File: src/rtl/fetch_pkg.sv
// Shared types and constants for the instruction fetch unit.
package fetch_pkg;

  localparam int                WORD_W          = 32;
  localparam logic [WORD_W-1:0] ADDR_ALIGN_MASK = 32'h3;

  typedef enum logic [1:0] {
    IDLE = 2'd0,
    REQ  = 2'd1,
    WAIT = 2'd2
  } fetch_state_e;

  function automatic logic is_misaligned(input logic [WORD_W-1:0] addr);
    return |(addr & ADDR_ALIGN_MASK);
  endfunction

endpackage

File: src/rtl/fetch_pc_reg.sv
// Program counter register: reset value, redirect load, post-delivery increment.
// A redirect load wins over an increment in the same cycle.
module fetch_pc_reg
  import fetch_pkg::*;
#(
  parameter logic [WORD_W-1:0] RESET_PC = 32'h0000_0000,
  parameter int unsigned       PC_INC   = 4
) (
  input  logic              clk,
  input  logic              rst_n,
  input  logic              load_i,
  input  logic [WORD_W-1:0] load_pc_i,
  input  logic              inc_i,
  output logic [WORD_W-1:0] pc_o
);

  localparam logic [WORD_W-1:0] PC_STEP = WORD_W'(PC_INC);

  logic [WORD_W-1:0] pc_q, pc_d;

  always_comb begin
    pc_d = pc_q;
    if (load_i)     pc_d = load_pc_i;
    else if (inc_i) pc_d = pc_q + PC_STEP;  // wraps naturally at 2^32
  end

  // NOTE: sequential state uses non-blocking assignments so every flop samples pre-edge values.
  always_ff @(posedge clk or negedge rst_n) begin
    if (!rst_n) pc_q <= RESET_PC;
    else        pc_q <= pc_d;
  end

  assign pc_o = pc_q;

endmodule

File: src/rtl/instr_fetch_unit.sv
// Instruction fetch unit: PC ownership, req/gnt/rvalid read port, IR delivery strobe.
// Optional macro FETCH_ALIGN_CHECK_EN turns misaligned fetches into a fetch_err pulse.
module instr_fetch_unit
  import fetch_pkg::*;
#(
  parameter logic [WORD_W-1:0] RESET_PC = 32'h0000_0000,
  parameter int unsigned       PC_INC   = 4
) (
  input  logic              clk,
  input  logic              rst_n,
  input  logic              fetch_go,
  input  logic              redirect_valid,
  input  logic [WORD_W-1:0] redirect_pc,
  output logic [WORD_W-1:0] pc,
  output logic              busy,
  output logic              mem_req,
  output logic [WORD_W-1:0] mem_addr,
  input  logic              mem_gnt,
  input  logic              mem_rvalid,
  input  logic [WORD_W-1:0] mem_rdata,
  output logic [WORD_W-1:0] R_data,
  output logic              IRWr,
  output logic              fetch_err
);

  fetch_state_e      state_q, state_d;
  logic [WORD_W-1:0] mem_addr_q, mem_addr_d;
  logic [WORD_W-1:0] r_data_q, r_data_d;
  logic              irwr_q, irwr_d;
  logic              kill_q, kill_d;
  logic [WORD_W-1:0] pc_q;
  logic              pc_inc;
  logic              complete;
  logic              launch;
  logic [WORD_W-1:0] launch_addr;
`ifdef FETCH_ALIGN_CHECK_EN
  logic              fetch_err_q, fetch_err_d;
`endif

  fetch_pc_reg #(
    .RESET_PC (RESET_PC),
    .PC_INC   (PC_INC)
  ) u_pc_reg (
    .clk       (clk),
    .rst_n     (rst_n),
    .load_i    (redirect_valid),
    .load_pc_i (redirect_pc),
    .inc_i     (pc_inc),
    .pc_o      (pc_q)
  );

  // NOTE: every signal driven here gets a default first, so no path can infer a latch.
  always_comb begin
    state_d     = state_q;
    mem_addr_d  = mem_addr_q;
    r_data_d    = r_data_q;
    irwr_d      = 1'b0;
    kill_d      = kill_q;
    pc_inc      = 1'b0;
    complete    = 1'b0;
    launch      = 1'b0;
    launch_addr = pc_q;
`ifdef FETCH_ALIGN_CHECK_EN
    fetch_err_d = 1'b0;
`endif

    unique case (state_q)
      IDLE: begin
        if (fetch_go) begin
          launch      = 1'b1;
          launch_addr = redirect_valid ? redirect_pc : pc_q;
        end
      end
      REQ: begin
        if (redirect_valid) kill_d = 1'b1;
        if (mem_gnt) begin
          if (mem_rvalid) complete = 1'b1;
          else            state_d  = WAIT;
        end
      end
      WAIT: begin
        if (redirect_valid) kill_d = 1'b1;
        if (mem_rvalid)     complete = 1'b1;
      end
      default: state_d = IDLE;
    endcase

    // A redirect on the response cycle counts as a kill; the pc already holds the new target.
    if (complete) begin
      if (kill_q || redirect_valid) begin
        kill_d      = 1'b0;
        launch      = 1'b1;
        launch_addr = redirect_valid ? redirect_pc : pc_q;
      end else begin
        r_data_d = mem_rdata;
        irwr_d   = 1'b1;
        pc_inc   = 1'b1;
        state_d  = IDLE;
      end
    end

    if (launch) begin
      state_d    = REQ;
      mem_addr_d = launch_addr & ~ADDR_ALIGN_MASK;
`ifdef FETCH_ALIGN_CHECK_EN
      if (is_misaligned(launch_addr)) begin
        state_d     = IDLE;
        mem_addr_d  = mem_addr_q;
        fetch_err_d = 1'b1;
      end
`endif
    end
  end

  always_ff @(posedge clk or negedge rst_n) begin
    if (!rst_n) begin
      state_q    <= IDLE;
      mem_addr_q <= '0;
      r_data_q   <= '0;
      irwr_q     <= 1'b0;
      kill_q     <= 1'b0;
    end else begin
      state_q    <= state_d;
      mem_addr_q <= mem_addr_d;
      r_data_q   <= r_data_d;
      irwr_q     <= irwr_d;
      kill_q     <= kill_d;
    end
  end

`ifdef FETCH_ALIGN_CHECK_EN
  always_ff @(posedge clk or negedge rst_n) begin
    if (!rst_n) fetch_err_q <= 1'b0;
    else        fetch_err_q <= fetch_err_d;
  end
  assign fetch_err = fetch_err_q;
`else
  assign fetch_err = 1'b0;
`endif

  assign pc       = pc_q;
  assign busy     = (state_q != IDLE);
  assign mem_req  = (state_q == REQ);
  assign mem_addr = mem_addr_q;
  assign R_data   = r_data_q;
  assign IRWr     = irwr_q;

endmodule

File: config.mk
export PLATFORM = sky130hd
export DESIGN_NAME = instr_fetch_unit
export DESIGN_NICKNAME = d
export VERILOG_FILES = /design/src/rtl/fetch_pkg.sv /design/src/rtl/fetch_pc_reg.sv /design/src/rtl/instr_fetch_unit.sv
export SDC_FILE = /design/constraint.sdc
export NUM_CORES = 1
export LEC_CHECK = 0
export BUFFER_PORTS_ARGS = -buffer_cell sky130_fd_sc_hd__clkbuf_2
export CORE_MARGIN = 3
export CORE_UTILIZATION = 32
export DETAILED_ROUTE_END_ITERATION = 10
export PLACE_DENSITY = 0.55
export RECOVER_POWER = 25
export SLEW_MARGIN = 20
export SYNTH_ARGS = -nofsm -noshare
export SYNTH_HDL_FRONTEND = slang
export SYNTH_SLANG_ARGS = --single-unit
File: constraint.sdc
create_clock -name clk -period 3.2 [get_ports clk]
set_input_delay 0 -clock clk [delete_from_list [all_inputs] [get_ports clk]]
set_output_delay 0 -clock clk [all_outputs]
set_load 0.02 [all_outputs]
==> impl_metrics.ini, run 1 <==
[floorplan]
ios = 170
dieArea_um2 = 16200
die_w_um = 127
fp.coreArea_um2 = 14100
die_h_um = 127
start_util_pct = 33.3
rows = 43

[hold_path]
whs_path_depth = 4
hp-class = in -> reg
hold_end = u_pc_reg.pc_o[31]$_DFFE_PN0P_
worstHoldStart = redirect_pc[31]

[pwr]
p_per_area_nw_per_um2 = 778
p_total_uw = 5200
power.leakage_uw = 0.00322
ir_drop_mv = 0.358

[setup_path]
reg2reg_to = mem_addr[10]$_DFFE_PN0P_
cpMaxStageDelayCell = o31ai_4
path_max_fanout = 44
worstReg2RegStart = state_q[1]$_DFF_PN0_
cp-end-kind = register
cp_cell_sequence = inv_1 > ha_1 > a21oi_1 > o31ai_4 > buf_4 > nor2_1 > a31oi_1
critPathLaunchType = register
crit_type = reg -> reg
crit_path_max_incr_delay_ns = 0.72
worstPathRequired_ns = 3.47
crit_cells = 7
cp.arrival_ns = 2.97
worst-path-buf-inv = 2
worst-r2r-setup-slack_ns = 0.49
reg2regPathDepth = 7
cp_top_family = compound AO/OA/AOI/OAI gates

[placement]
gp_congestion = 0.810
port_buffers = 166
placed_cell_area_um2 = 5690
place_hpwl_mm = 10.5

[grt]
antenna_found_initial = 0
grt_pass1_wl_mm = 23.8
grt.overflow.total = 0
grt_max_degree = 77
track_usage_pct = 18.3
grt_pass1_vias = 4544

[timing]
fin_skew_ns = 0.00472
fmax_ghz = 0.369
rsz0062_at_grt = false
slew_headroom_pct = -28.9
fin_crit_ns = 2.71
tightest_slew_ns = 1.93
min_period_over_period_pct = 84.6
hold_viol_final = 0
holdWs_ns = 0.0458
finalSetupViolCount = 0
slew_violations = 33
setup_tns_ns = 0

[logic_synthesis]
synth.most_common_cell = nand2_1
netlist_area_um2 = 4710
ys_ff_latch = 98
synth_enable_flop_cells = 0
ys_seq_area_share_pct = 52.1
yosysWarnings = 0
synth_area_leaders = dfrtp_1 52%, nand2_1 10%, mux2i_1 4.5%, nor2_1 3.9%, a31oi_1 3.1%
avgSynthCellArea_um2 = 9.13
yosys.area.top_type = dfrtp_1
synth_top_area_share_pct = 52.1
synth_cell_types = 51
synth-main-ff-cell = dfrtp_1
synth_common_cells = 126 x nand2_1, 98 x dfrtp_1, 49 x nor2_1, 27 x a21oi_1, 26 x clkbuf_1
async_flop_share_pct = 100
syn_inst = 516

[final_layout]
num-nets-final = 807
drive_above_1_share_pct = 26.5
syn2layout_area_growth_pct = 41.8
design_area_um2 = 6680
num_antenna_cells = 0

[job]
max_cap_violations = 1

[cts]
cts_sinks = 98
cts_htree_levels = 3
clockBufferDepth = 2
clk_pin_slew_worst_paths_ns = 0.07
numCtsBuffers = 9
root_buffer = clkbuf_16
cts_tree = built
insertion_delay_ns = 0.35

[status]
violations = capacitance limit, slew limit
status = finished, violations left

[detailed_routing]
drt_iter0_markers = 294
drt_first_pass_iters = 5
drc_errors = 0
routedWlPerCell_um = 16.1
routed_wl_mm = 14.8
routed_via_density = 5.07
antenna_left = 0
num_vias = 4640
## worst max path at each step
stage                     slack [ns]                 start                       end
final                           0.49  state_q[1]$_DFF_PN0_  mem_addr[10]$_DFFE_PN0P_
after global routing            0.26  state_q[1]$_DFF_PN0_  mem_addr[10]$_DFFE_PN0P_
after CTS                       0.51  state_q[1]$_DFF_PN0_  mem_addr[13]$_DFFE_PN0P_
after detailed placement        0.55  state_q[1]$_DFF_PN0_  mem_addr[10]$_DFFE_PN0P_
after global placement          0.69  state_q[1]$_DFF_PN0_   mem_addr[6]$_DFFE_PN0P_
after floorplan                 0.95  state_q[1]$_DFF_PN0_   mem_addr[5]$_DFFE_PN0P_
## power by group
part / switching, uW / total (uW) / internal (uW)
logic: 1330 / 2030 / 701
registers: 308 / 1980 / 1680
clock network: 461 / 1190 / 725
total: 2100 / 5200 / 3100
## registers in the layout (all words and copies together), names as in the netlist
| register | flops |
|---|---|
| mem_addr | 30 |
| state_q | 2 |
| kill_q | 1 |
| R_data | 32 |
| IRWr | 1 |
| u_pc_reg.pc_o | 32 |
## cell type report
class	count	area (um2)
fill	1386	7470
sequential	98	2450
multi-input combinational	376	2100
timing repair buffer	237	1540
clock buffer	13	260
tap	180	225
clock inverter	2	60.1
inverter	10	37.5
## per-layer routing
metal / global-route usage, % / up-vias / part of all wire (%)
li1: - / 2240 / -
met5: 0 / - / 0
met1: 24.2 / 2231 / 44
met2: 29.9 / 151 / 49
met3: 3.47 / 18 / 5.7
met4: 7.13 / 0 / 2.1
## tightest hold or removal path: stages
cell	delay [ns]
clkbuf_2	0.08
nand2b_1	0.14
nand2b_1	0.07
mux2i_1	0.06
## repair_timing
| item | 4_1_cts | 5_1_grt |
|---|---|---|
| hold buffers | 64 | 0 |
| hold endpoints to repair | 157 | 0 |
| setup buffers | 0 | 0 |
| resized for setup | 0 | 0 |
## stage by stage
| stage | util (%) | instances | setup slack [ns] |
|---|---|---|---|
| floorplan | - | 518 | 0.951 |
| global placement | 40.2 | 836 | 0.691 |
| detailed placement | 40.2 | 836 | 0.551 |
| CTS | 47.0 | 915 | 0.512 |
| global route | 47.2 | 916 | 0.260 |
| finish | 47.2 | 916 | 0.493 |
## cell usage in the layout, fill, tap and decap left out, types with 3 or more instances in the layout
| cell | n |
|---|---|
| nor2_1 | 49 |
| and3_1 | 3 |
| ha_1 | 5 |
| or2_2 | 3 |
| xnor2_1 | 5 |
| nand3_1 | 11 |
| clkbuf_1 | 3 |
| buf_4 | 6 |
| nand2b_1 | 4 |
| nor4_1 | 11 |
| inv_1 | 9 |
| mux2i_1 | 21 |
| clkbuf_2 | 165 |
| o311ai_0 | 4 |
| nand2_1 | 126 |
| or3_1 | 6 |
| o21ai_0 | 9 |
| dfrtp_1 | 98 |
| dlygate4sd3_1 | 64 |
| conb_1 | 3 |
| o31ai_1 | 9 |
| or4_1 | 13 |
| nor3_1 | 5 |
| a31oi_1 | 23 |
| clkbuf_16 | 9 |
| a21oi_1 | 27 |
| nand4_1 | 12 |
## kinds of logic (layout without fill, tap and decap cells)
logic type,count (synthesis),in the layout,synth area share (%)
flip-flops,98,98,52.1
AO/OA/AOI/OAI,88,88,12.0
AND/OR/NAND/NOR,252,252,24.9
buffers and inverters,44,262,3.80
XOR/XNOR,5,5,0.930
adder cells (fa/ha/maj),5,5,1.33
multiplexers,23,23,4.94
other,1,3,0.0796
(Power assumes the default switching activity.)
==> inputs of run 2 (changes only) <==
--- a/config.mk
+++ b/config.mk
@@ -9,7 +9,7 @@
 export CORE_MARGIN = 3
 export CORE_UTILIZATION = 32
 export DETAILED_ROUTE_END_ITERATION = 10
-export PLACE_DENSITY = 0.55
+export PLACE_DENSITY = 0.57
 export RECOVER_POWER = 25
 export SLEW_MARGIN = 20
 export SYNTH_ARGS = -nofsm -noshare
==> constraint.sdc (replaced) <==
create_clock -name clk -period 2.4 [get_ports clk]
set_input_delay 0 -clock clk [delete_from_list [all_inputs] [get_ports clk]]
set_output_delay 0 -clock clk [all_outputs]
set_load 0.02 [all_outputs]
==> run 2 against run 1 <==
Largest cell class unchanged. Power grew 37%. Die area is the same. Clock skew grew 0.0011 ns. Final area grew 2.8%. Global-route usage grew 0.28 points. Worst hold slack lost 0.029 ns. Sequential power grew 33%. Register-to-register slack lost 0.37 ns. The flow now finishes without violations. Count of clock-buffer cells in the layout shrank 3. Sequential share of layout area shrank 0.98 points. Worst setup slack lost 0.37 ns. Highest routed layer unchanged. Cell count grew 2.4%. Largest power group unchanged.
==> impl_metrics.ini, run 2 (same netlist as run 1, synthesis figures left out) <==
[setup_path]
cp.arrival_ns = 2.55
path_max_fanout = 7
crit_path_max_incr_delay_ns = 0.49
cp-end-kind = register
cp_cell_sequence = inv_2 > ha_4 > nand4bb_1 > buf_4 > or4_1 > nor4_1 > mux2i_1
cpMaxStageDelayCell = or4_1
worstReg2RegStart = state_q[0]$_DFF_PN0_
reg2reg_to = u_pc_reg.pc_o[31]$_DFFE_PN0P_
worstPathRequired_ns = 2.67
reg2regPathDepth = 7
critPathLaunchType = register
crit_type = reg -> reg
worst-r2r-setup-slack_ns = 0.13

[detailed_routing]
num_vias = 4756
drc_errors = 0
drt_iter0_markers = 390
routed_wl_mm = 15.1
antenna_left = 0
drt_first_pass_iters = 5
routedWlPerCell_um = 16.1
routed_via_density = 5.07

[timing]
rsz0062_at_grt = true
min_period_over_period_pct = 94.7
slew_headroom_pct = 31.5
fin_skew_ns = 0.00586
slew_violations = 0
tightest_slew_ns = 1.03
fin_crit_ns = 2.27
finalSetupViolCount = 0
fmax_ghz = 0.440
hold_viol_final = 0

[grt]
track_usage_pct = 18.6
grt.overflow.total = 0
grt_pass1_vias = 4810
antenna_found_initial = 0
grt_pass1_wl_mm = 24.2
grt_max_degree = 59

[cts]
insertion_delay_ns = 0.35
cts_tree = built
root_buffer = clkbuf_16
numCtsBuffers = 9
cts_sinks = 98
clk_pin_slew_worst_paths_ns = 0.07
cts_htree_levels = 3
clockBufferDepth = 2

[pwr]
p_clk_share_pct = 22.4
swShare_pct = 40.6
power.leakage_uw = 0.00326
switchingPower_uw = 2880
ir_drop_mv = 0.454
seqPwrFrac_pct = 37.1
combinationalPowerShare_pct = 40.5
p_per_area_nw_per_um2 = 1030
internal_power_uw = 4210

[floorplan]
fp.coreArea_um2 = 14100
rows = 43
start_util_pct = 33.3
die_h_um = 127
ios = 170
die_w_um = 127
dieArea_um2 = 16200

[final_layout]
multiInputGateArea_um2 = 2130
syn2layout_area_growth_pct = 45.7
mostFrequentLayoutCell = clkbuf_2
drive_above_1_share_pct = 26.3
post-route-util_pct = 48.5
num_antenna_cells = 0
final_cell_mix = 138 x clkbuf_2, 125 x nand2_1, 98 x dfrtp_1
num-nets-final = 828
final_cells = 938
seqCellArea_um2 = 2450
nFillCells = 1353

[status]
status = finished, final reports clean

[placement]
place_hpwl_mm = 10.7
gp_congestion = 0.845
port_buffers = 166
dp_cells = 856

[hold_path]
hold_end = kill_q$_DFF_PN0_
worstHoldStart = redirect_valid
whs_path_depth = 3
hp-class = in -> reg

[job]
max_cap_violations = 0
==> run 2: changes by cell type in the layout (fill, tap and decap cells not counted), moves of 3 or more <==
| cell | previous run | this run |
|---|---|---|
| clkbuf_1 | 3 | 28 |
| clkbuf_2 | 165 | 138 |
| buf_4 | 6 | 24 |
| buf_12 | 0 | 3 |
==> run 2: worst max-delay path: cells and delay by family (launching register included) <==
kind | cells | cell delay (ns)
and+or+nand+nor | 3 | 0.97
muxes | 1 | 0.22
DFF | 1 | 0.43
buffers and inverters | 2 | 0.27
adders and majority gates | 1 | 0.31
==> run 2: how the worst max path moves through the flow <==
| stage | slack (ns) | depth (start not counted) | start | end |
|---|---|---|---|---|
| 2_1_floorplan | 0.15 | 8 | state_q[1]$_DFF_PN0_ | mem_addr[5]$_DFFE_PN0P_ |
| 3_3_place_gp | 0.07 | 7 | state_q[0]$_DFF_PN0_ | mem_addr[23]$_DFFE_PN0P_ |
| 3_5_place_dp | -0.07 | 7 | state_q[0]$_DFF_PN0_ | mem_addr[2]$_DFFE_PN0P_ |
| 4_1_cts | 0.04 | 7 | state_q[1]$_DFF_PN0_ | mem_addr[25]$_DFFE_PN0P_ |
| 5_1_grt | -0.05 | 7 | state_q[0]$_DFF_PN0_ | mem_addr[26]$_DFFE_PN0P_ |
| 6_report | 0.13 | 7 | state_q[0]$_DFF_PN0_ | u_pc_reg.pc_o[31]$_DFFE_PN0P_ |
==> run 2: routing by layer <==
layer | routed length (um) | vias to the layer above | global-route usage (%)
li1 | - | 2284 | -
met1 | 6500 | 2295 | 24.6
met2 | 7460 | 153 | 30.8
met3 | 759 | 24 | 2.63
met4 | 342 | 0 | 7.82
met5 | 0 | - | 0
==> run 2: stage by stage <==
step | instance area (um2) | setup WS (ns) | power, uW | setup TNS, ns | hold WS (ns)
floorplan | 4720 | 0.151 | 4280 | 0 | -0.296
global placement | 5880 | 0.0726 | 5340 | 0 | 0.00943
detailed placement | 5880 | -0.0654 | 5440 | -0.217 | 0.0219
CTS | 6870 | 0.0443 | 7200 | 0 | 0.00321
global route | 6860 | -0.0454 | 7550 | -0.224 | 0.0351
finish | 6860 | 0.126 | 7100 | 0 | 0.0164
==> run 2: final cells by class <==
type	count	share of cell area, %
Clock buffer	10	3.48
Timing Repair Buffer	258	24.6
Clock inverter	6	1.28
Multi-Input combinational cell	376	31.1
Tap cell	180	3.28
Inverter	10	0.547
Sequential cell	98	35.7
==> run 2: power by group through the flow <==
stage          Combinational, uW  Clock (uW)  Sequential, uW
2_1_floorplan               1000           0            3270
3_3_place_gp                2710           0            2630
3_5_place_dp                2780           0            2660
4_1_cts                     2910        1650            2640
5_1_grt                     3150        1690            2710
6_report                    2870        1590            2630
==> run 2: what timing repair did <==
action                     4_1_cts  5_1_grt
buffers inserted                 0        2
pin swaps                        1        2
setup endpoints to repair       17       28
resized for setup                3        6
hold endpoints to repair       123        0
hold buffers                    64        0
cloned                           0        0
